### config.mk
export PLATFORM = sky130hd
export DESIGN_NAME = pipelined_addsub_flat
export DESIGN_NICKNAME = d
export VERILOG_FILES = /design/src/rtl/pipelined_addsub_if.sv /design/src/rtl/pipelined_addsub.sv /design/src/flat_wrapper.sv
export SDC_FILE = /design/constraint.sdc
export NUM_CORES = 1
export LEC_CHECK = 0
export ABC_CLOCK_PERIOD_IN_PS = 2200
export CORE_UTILIZATION = 48
export CTS_CLUSTER_DIAMETER = 200
export DETAILED_ROUTE_END_ITERATION = 16
export GPL_TIMING_DRIVEN = 1
export PLACE_DENSITY = 0.83
export SLEW_MARGIN = 15
export SYNTH_ARGS = -nofsm -noshare
export SYNTH_HDL_FRONTEND = slang
export SYNTH_SLANG_ARGS = --single-unit
### constraint.sdc
create_clock -name clk -period 2.2 [get_ports clk]
set_clock_uncertainty 0.1 [all_clocks]
set_input_delay 0.44 -clock clk [delete_from_list [all_inputs] [get_ports clk]]
set_output_delay 0.44 -clock clk [all_outputs]
set_load 0.01 [all_outputs]
### src/rtl/pipelined_addsub_if.sv
// Handshake and operand/result bundle for pipelined_addsub.
// master = producer/consumer side, slave = the adder pipeline.
interface pipelined_addsub_if #(
    parameter int WIDTH = 8
);
    logic             in_valid;
    logic             in_ready;
    logic [WIDTH-1:0] a;
    logic [WIDTH-1:0] b;
    logic             sub;
    logic             out_valid;
    logic             out_ready;
    logic [WIDTH-1:0] sum;
    logic             carryout;
    logic             overflow;
    logic             zero;

    modport master (
        output in_valid, a, b, sub, out_ready,
        input  in_ready, out_valid, sum, carryout, overflow, zero
    );

    modport slave (
        input  in_valid, a, b, sub, out_ready,
        output in_ready, out_valid, sum, carryout, overflow, zero
    );
endinterface

### src/rtl/pipelined_addsub.sv
// Chunked carry-pipelined add/subtract with valid/ready flow control.
// Define ADDSUB_SATURATE_EN to clamp the presented sum on signed overflow.
module pipelined_addsub #(
    parameter int WIDTH = 8,
    parameter int CHUNK = 4
) (
    input  logic               clk,
    input  logic               reset,
    pipelined_addsub_if.slave  bus
);
    localparam int STAGES = WIDTH / CHUNK;
    localparam int LAST   = STAGES - 1;

    // Stage registers: valid, chunk carry, operands carried forward, partial sum.
    logic [STAGES-1:0] sv;
    logic [STAGES-1:0] sc;
    logic [WIDTH-1:0]  sa [STAGES];
    logic [WIDTH-1:0]  sb [STAGES];
    logic [WIDTH-1:0]  ss [STAGES];

    // Per-stage sources (stage 0 from the bus, stage k from stage k-1).
    logic [STAGES-1:0] pv;
    logic [STAGES-1:0] pc;
    logic [WIDTH-1:0]  pa [STAGES];
    logic [WIDTH-1:0]  pb [STAGES];
    logic [WIDTH-1:0]  ps [STAGES];

    logic [STAGES-1:0] nc;
    logic [WIDTH-1:0]  ns [STAGES];
    logic [CHUNK:0]    part;

    logic adv;

    assign adv          = !sv[LAST] || bus.out_ready;
    assign bus.in_ready = adv;

    always_comb begin
        pv    = '0;
        pc    = '0;
        pv[0] = bus.in_valid;
        pc[0] = bus.sub;
        pa[0] = bus.a;
        pb[0] = bus.b ^ {WIDTH{bus.sub}};
        ps[0] = '0;
        for (int unsigned k = 1; k < STAGES; k++) begin
            pv[k] = sv[k-1];
            pc[k] = sc[k-1];
            pa[k] = sa[k-1];
            pb[k] = sb[k-1];
            ps[k] = ss[k-1];
        end
    end

    always_comb begin
        nc   = '0;
        part = '0;
        for (int unsigned k = 0; k < STAGES; k++) begin
            part  = {1'b0, pa[k][k*CHUNK +: CHUNK]}
                  + {1'b0, pb[k][k*CHUNK +: CHUNK]}
                  + (CHUNK+1)'(pc[k]);
            ns[k] = ps[k];
            ns[k][k*CHUNK +: CHUNK] = part[CHUNK-1:0];
            nc[k] = part[CHUNK];
        end
    end

    always_ff @(posedge clk) begin
        if (reset) begin
            sv <= '0;
            sc <= '0;
            for (int unsigned k = 0; k < STAGES; k++) begin
                sa[k] <= '0;
                sb[k] <= '0;
                ss[k] <= '0;
            end
        end else if (adv) begin
            sv <= pv;
            sc <= nc;
            for (int unsigned k = 0; k < STAGES; k++) begin
                sa[k] <= pa[k];
                sb[k] <= pb[k];
                ss[k] <= ns[k];
            end
        end
    end

    logic             ovf;
    logic [WIDTH-1:0] result;

    assign ovf = (sa[LAST][WIDTH-1] == sb[LAST][WIDTH-1])
              && (ss[LAST][WIDTH-1] != sa[LAST][WIDTH-1]);

`ifdef ADDSUB_SATURATE_EN
    always_comb begin
        result = ss[LAST];
        if (ovf)
            result = sa[LAST][WIDTH-1] ? {1'b1, {(WIDTH-1){1'b0}}}
                                       : {1'b0, {(WIDTH-1){1'b1}}};
    end
`else
    assign result = ss[LAST];
`endif

    assign bus.out_valid = sv[LAST];
    assign bus.sum       = result;
    assign bus.carryout  = sc[LAST];
    assign bus.overflow  = ovf;
    // Qualified by valid so an idle/reset pipeline never reports zero.
    assign bus.zero      = sv[LAST] && (result == '0);
endmodule

### src/flat_wrapper.sv
// flat-port wrapper written by rule: the top's interface ports become plain ports
module pipelined_addsub_flat 
#(
    parameter int WIDTH = 8,
    parameter int CHUNK = 4
)
  (clk, reset, bus_in_valid, bus_a, bus_b, bus_sub, bus_out_ready, bus_in_ready, bus_out_valid, bus_sum, bus_carryout, bus_overflow, bus_zero);
  pipelined_addsub_if #(.WIDTH(WIDTH)) bus_i ();
  input  logic clk;
  input  logic reset;
  input wire logic [$bits(bus_i.in_valid)-1:0] bus_in_valid;
  input wire logic [$bits(bus_i.a)-1:0] bus_a;
  input wire logic [$bits(bus_i.b)-1:0] bus_b;
  input wire logic [$bits(bus_i.sub)-1:0] bus_sub;
  input wire logic [$bits(bus_i.out_ready)-1:0] bus_out_ready;
  output wire logic [$bits(bus_i.in_ready)-1:0] bus_in_ready;
  output wire logic [$bits(bus_i.out_valid)-1:0] bus_out_valid;
  output wire logic [$bits(bus_i.sum)-1:0] bus_sum;
  output wire logic [$bits(bus_i.carryout)-1:0] bus_carryout;
  output wire logic [$bits(bus_i.overflow)-1:0] bus_overflow;
  output wire logic [$bits(bus_i.zero)-1:0] bus_zero;
  assign bus_i.in_valid = bus_in_valid;
  assign bus_i.a = bus_a;
  assign bus_i.b = bus_b;
  assign bus_i.sub = bus_sub;
  assign bus_i.out_ready = bus_out_ready;
  assign bus_in_ready = bus_i.in_ready;
  assign bus_out_valid = bus_i.out_valid;
  assign bus_sum = bus_i.sum;
  assign bus_carryout = bus_i.carryout;
  assign bus_overflow = bus_i.overflow;
  assign bus_zero = bus_i.zero;
  pipelined_addsub #(.WIDTH(WIDTH), .CHUNK(CHUNK)) u_core (.clk(clk), .reset(reset), .bus(bus_i));
endmodule
* Word-level counts from Yosys, hierarchy flattened
Memory sizes are Yosys's and may differ from the RTL's.
Index checks and enable logic that the tools add are counted.
** Storage, ports and cells
- Flip-flop bits (word level) :: 4
- Latch bits :: 0
- Memory bits (writable) :: 48
- Memory bits (read-only) :: 0
- Input bits :: 21
- Output and inout port bits :: 13
- Memories kept :: 3
** Memory list
- u_core.sa :: words 2, bits a word 8, rd ports 2, clocked after memory_dff 0, wr ports 2, line pipelined_addsub.sv:17 : logic [WIDTH-1:0] sa [STAGES];
- u_core.sb :: words 2, bits a word 8, rd ports 2, clocked after memory_dff 0, wr ports 2, line pipelined_addsub.sv:18 : logic [WIDTH-1:0] sb [STAGES];
- u_core.ss :: words 2, bits a word 8, rd ports 2, clocked after memory_dff 0, wr ports 2, line pipelined_addsub.sv:19 : logic [WIDTH-1:0] ss [STAGES];
** Cells by class
- $add $sub $neg :: 4
- $mul :: 0
- Div/mod/pow operators :: 0
- Order comparisons :: 0
- Eq/ne operators :: 2
- Shift operators :: 0
- Multiplexer cells :: 11
- Bitwise logic cells :: 7
- Reductions and logical operators :: 5
** Operator list (number)
- 2-to-1 mux 8 bit :: 6
- adder 4 x 4 -> 5 bit :: 2
- adder 5 x 1 -> 5 bit :: 2
- zero test 8 bit :: 1
- XOR 8 bit :: 1
- bitwise OR 1 bit :: 6
- 2-to-1 mux 1 bit :: 5
- logical AND 1 bit :: 2
- == test 1 bit :: 1
- zero test 1 bit :: 1
- logical OR 1 bit :: 1
- != test 1 bit :: 1

* Depth between registers and ports, before layout
- Depth in word-level cells :: 6
- Mapped depth :: 6
- Mapped depth without buffers :: 6

* Worst setup path before layout
OpenSTA, ideal clock, no wires.
- Path kind :: input to register
- From :: input port bus_sub
- To :: memory u_core.ss[0][3], data pin
- Library setup time :: 0.259 ns
- Arrival :: 1.472 ns
- Data required time :: 1.841 ns
- Setup slack :: 0.368 ns
- Cell stages on the path :: 6
- Path through :: buf_6 xor2_1 ha_1 a21o_1 a31oi_4 mux2i_1
** RTL lines
- start: declaration :: line flat_wrapper.sv:14 : input wire logic [$bits(bus_i.sub)-1:0] bus_sub;
- end: declaration :: line pipelined_addsub.sv:19

* Worst setup path after layout
- From :: input port bus_out_ready
- To :: output port bus_in_ready
** Between the ends
- Longest elaborated chain between the ends :: 1
** Ends and longest elaborated chain
- start: declaration :: line flat_wrapper.sv:15 : input wire logic [$bits(bus_i.out_ready)-1:0] bus_out_ready;
- logical OR 1 bit :: line pipelined_addsub.sv:34 : assign adv = !sv[LAST] || bus.out_ready;
- end: declaration :: line flat_wrapper.sv:16 : output wire logic [$bits(bus_i.in_ready)-1:0] bus_in_ready;
Every way passes these cells.

==> impl_metrics.tcl <==
set metrics [dict create \
    p_total_mw 1.08 \
    post_synth_instance_area_mm2 0.00135 \
    ant_nets 0 \
    worstSetupEndpointType "output pin" \
    placement.io_buffers 33 \
    r2r.worst_path.cells 5 \
    fillCellCount 206 \
    layout_common_cells "32 x clkdlybuf4s50_1, 22 x edfxtp_1, 13 x nor2_1, 12 x and3_1, 11 x buf_4" \
    initialDrtViolationCount 14 \
    multi_input_area_um2 562 \
    post_synth.cell_area_avg_um2 12.2 \
    timing.final.crit_share_pct 97.3 \
    tritoncts "built" \
    reg2reg_slack_ns 0.46 \
    max_cap_viol_count 0 \
    worst_r2r_startpoint "u_core.sb[0][4]$_SDFFCE_PN0P_" \
    critical-path-slowest-cell "clkdlybuf4s50_1" \
    slew-limit-headroom_pct 79.0 \
    period_needed_ns 2.14 \
    first_pass_grt_wire_length_um 3810 \
    design.portCount 34 \
    detailedRoute.firstPassIterationCount 4 \
    post_synth_inst_count 110 \
    hold_path_end "u_core.sv[0]$_SDFFE_PP0P_" \
    die_width_um 55.0 \
    synth-main-ff-cell "edfxtp_1" \
    cts.hold.buffers_added 0 \
    most_common_library_cell_in_the_layout_ignoring_fill_and_taps "clkdlybuf4s50_1" \
    synth_warnings 0 \
    yosysSeqAreaShare_pct 55.0 \
    fmax_mhz 467 \
    vias_per_cell 5.23 \
    std_cell_rows 18 \
    status "completed" \
    power.density_cell_area_mw_per_mm2 603 \
    detail_route.drc_violations 0 \
    sequential_cell_area_um2 741 \
    crit_chain "clkdlybuf4s50_1 -> nor2b_4 -> inv_1 -> clkdlybuf4s50_1" \
    clk-insertion-delay-late_ns 0.31 \
    design.die.area_mm2 0.00302 \
    hold_start "u_core.sv[0]$_SDFFE_PP0P_" \
    place.detailed.hpwl_um 1940 \
    ys_seq_elements 26 \
    setup_viol 0 \
    grt_pass1_vias 967 \
    synth-async-reset-ratio_pct 0 \
    holdCritPathClass "reg2reg" \
    clk_transition_reported_paths_ns 0.12 \
    crit-reg2reg-capture "u_core.ss[0][14]$_SDFFCE_PN0P_" \
    worst-endpoint-arrival_ns 1.60 \
    initial_utilization_pct 52.4 \
    hold_viol 0 \
    gp_congestion 0.823 \
    worst_hold_slack_ns 0.356 \
    net_count_after_synthesis 140 \
    cp-start-kind "input port" \
    cts_buffer_count 3 \
    number_of_inserted_diodes 0 \
    detail_route.wirelength_um 2310 \
    cp_slowest_stage_delay_ns 0.53 \
    maxSlewViolCount 0 \
    routed-via-count 962 \
    wl_per_cell_um 12.6 \
    tightest_slew_ns 0.315 \
    leakagePower_nw 0.780 \
    cts_sinks 26 \
    rsz0062_at_grt "false" \
    drive_gt1_share_pct 13.0 \
    synth_edf_count 22 \
    grt_max_degree 20 \
    worst_hold_path.num_cells 2 \
    grtUsageTotal_pct 18.4 \
    ctsRootBufferMaster "clkbuf_4" \
    ir_drop_v 0.000403 \
    final_nets 185 \
    core_mm2 0.00257 \
    yosysUniqueCellTypes 28 \
    critPathMostFrequentCell "clkdlybuf4s50_1" \
    area_growth_syn_to_layout_pct 33.2 \
    clk_path_buf_depth 2 \
    setup.worst_path.class "in2out" \
    crit_path_max_fanout 2 \
    htreeDepth 1 \
    antenna_found_initial 0 \
    dieHeight_um 55.0 \
    globalRoute.totalOverflow 0 \
    cp.required_ns 1.66 \
]
## timing repair
| item | CTS | global route |
|---|---|---|
| resized for setup | 4 | 0 |
| endpoints found under the hold margin | 0 | 0 |
| buffers inserted | 0 | 1 |
| pin swaps | 0 | 1 |
| setup endpoints to repair | 1 | 1 |
## flip-flops by register name (all words and copies together), names as in the netlist
signal     count
u_core.ss     12
u_core.sv      2
u_core.sc      2
u_core.sa      5
u_core.sb      5
## layer usage
layer  GRT usage [%]  share of wire [%]  vias to the layer above
met5               0                  0                        -
met4            7.92                1.6                        0
met3            3.55                6.8                        5
met2            36.3                 55                       37
met1            18.2                 37                      440
li1                -                  -                      480
## where the power goes
group | total [mW] | switching, mW | leakage (nW) | internal [mW]
combinational | 0.273 | 0.114 | 0.476 | 0.159
sequential | 0.616 | 0.0241 | 0.289 | 0.592
clock | 0.193 | 0.122 | 0.0150 | 0.0708
## kinds of logic (layout without fill, tap and decap cells)
family                   count (synthesis)  in the layout  share of synthesized area (%)
AO/OA/AOI/OAI                           12             12                           6.41
flip-flops                              26             26                           55.0
multiplexers                             3              3                           2.60
adder cells (fa/ha/maj)                  9              9                           10.0
buffers and inverters                    9             53                           3.25
XOR/XNOR                                 9              9                           5.86
AND/OR/NAND/NOR                         42             42                           16.8
## synthesized netlist by cell type (2+ instances only)
cell type   n  area, um^2
nand2_1     6        22.5
nor2_1     13        48.8
o21ai_0     3        15.0
a21oi_1     4        20.0
buf_2       2        10.0
inv_1       5        18.8
xnor2_1     6        52.6
and3_1     12        75.1
edfxtp_1   22         661
dfxtp_1     4        80.1
nand3_1     2        10.0
fa_1        3        60.1
or3_1       2        12.5
ha_1        6        75.1
mux2i_1     2        20.0
a21o_1      3        22.5
xor2_1      3        26.3
nor2b_1     2        12.5
## worst max-delay path by stage
stage	start	endpoint	depth (start not counted)
floorplan	bus_sub	u_core.ss[0][3]$_SDFFCE_PN0P_	6
global placement	bus_sub	u_core.sc[0]$_SDFFE_PP0P_	6
detailed placement	bus_sub	u_core.sc[0]$_SDFFE_PP0P_	6
CTS	u_core.ss[0][8]$_SDFFCE_PN0P_	bus_zero	3
global route	bus_out_ready	bus_in_ready	4
finish	bus_out_ready	bus_in_ready	4
## layout make-up
class,instances,share of cell area [%]
multi-input cells,75,31.3
repair buffers,44,22.7
well taps,30,2.09
flip-flops and latches,26,41.3
inverters,5,1.05
clock buffers,4,1.47
## metrics by stage
stage	area, um^2	TNS, ns	utilization, %	instances	setup slack [ns]
after global routing	1790	0	69.8	184	0.000800
after CTS	1790	0	69.5	183	0.00810
after floorplan	1350	0	-	110	0.368
after global placement	1760	-0.222	68.7	179	-0.0652
after detailed placement	1760	-0.373	68.7	179	-0.109
final	1790	0	69.8	184	0.0589
## critical path: cells and delay by family
kind                   cells  cell delay (ns)
and+or+nand+nor            1             0.05
buffers and inverters      3             1.11
(Power assumes the default switching activity.)
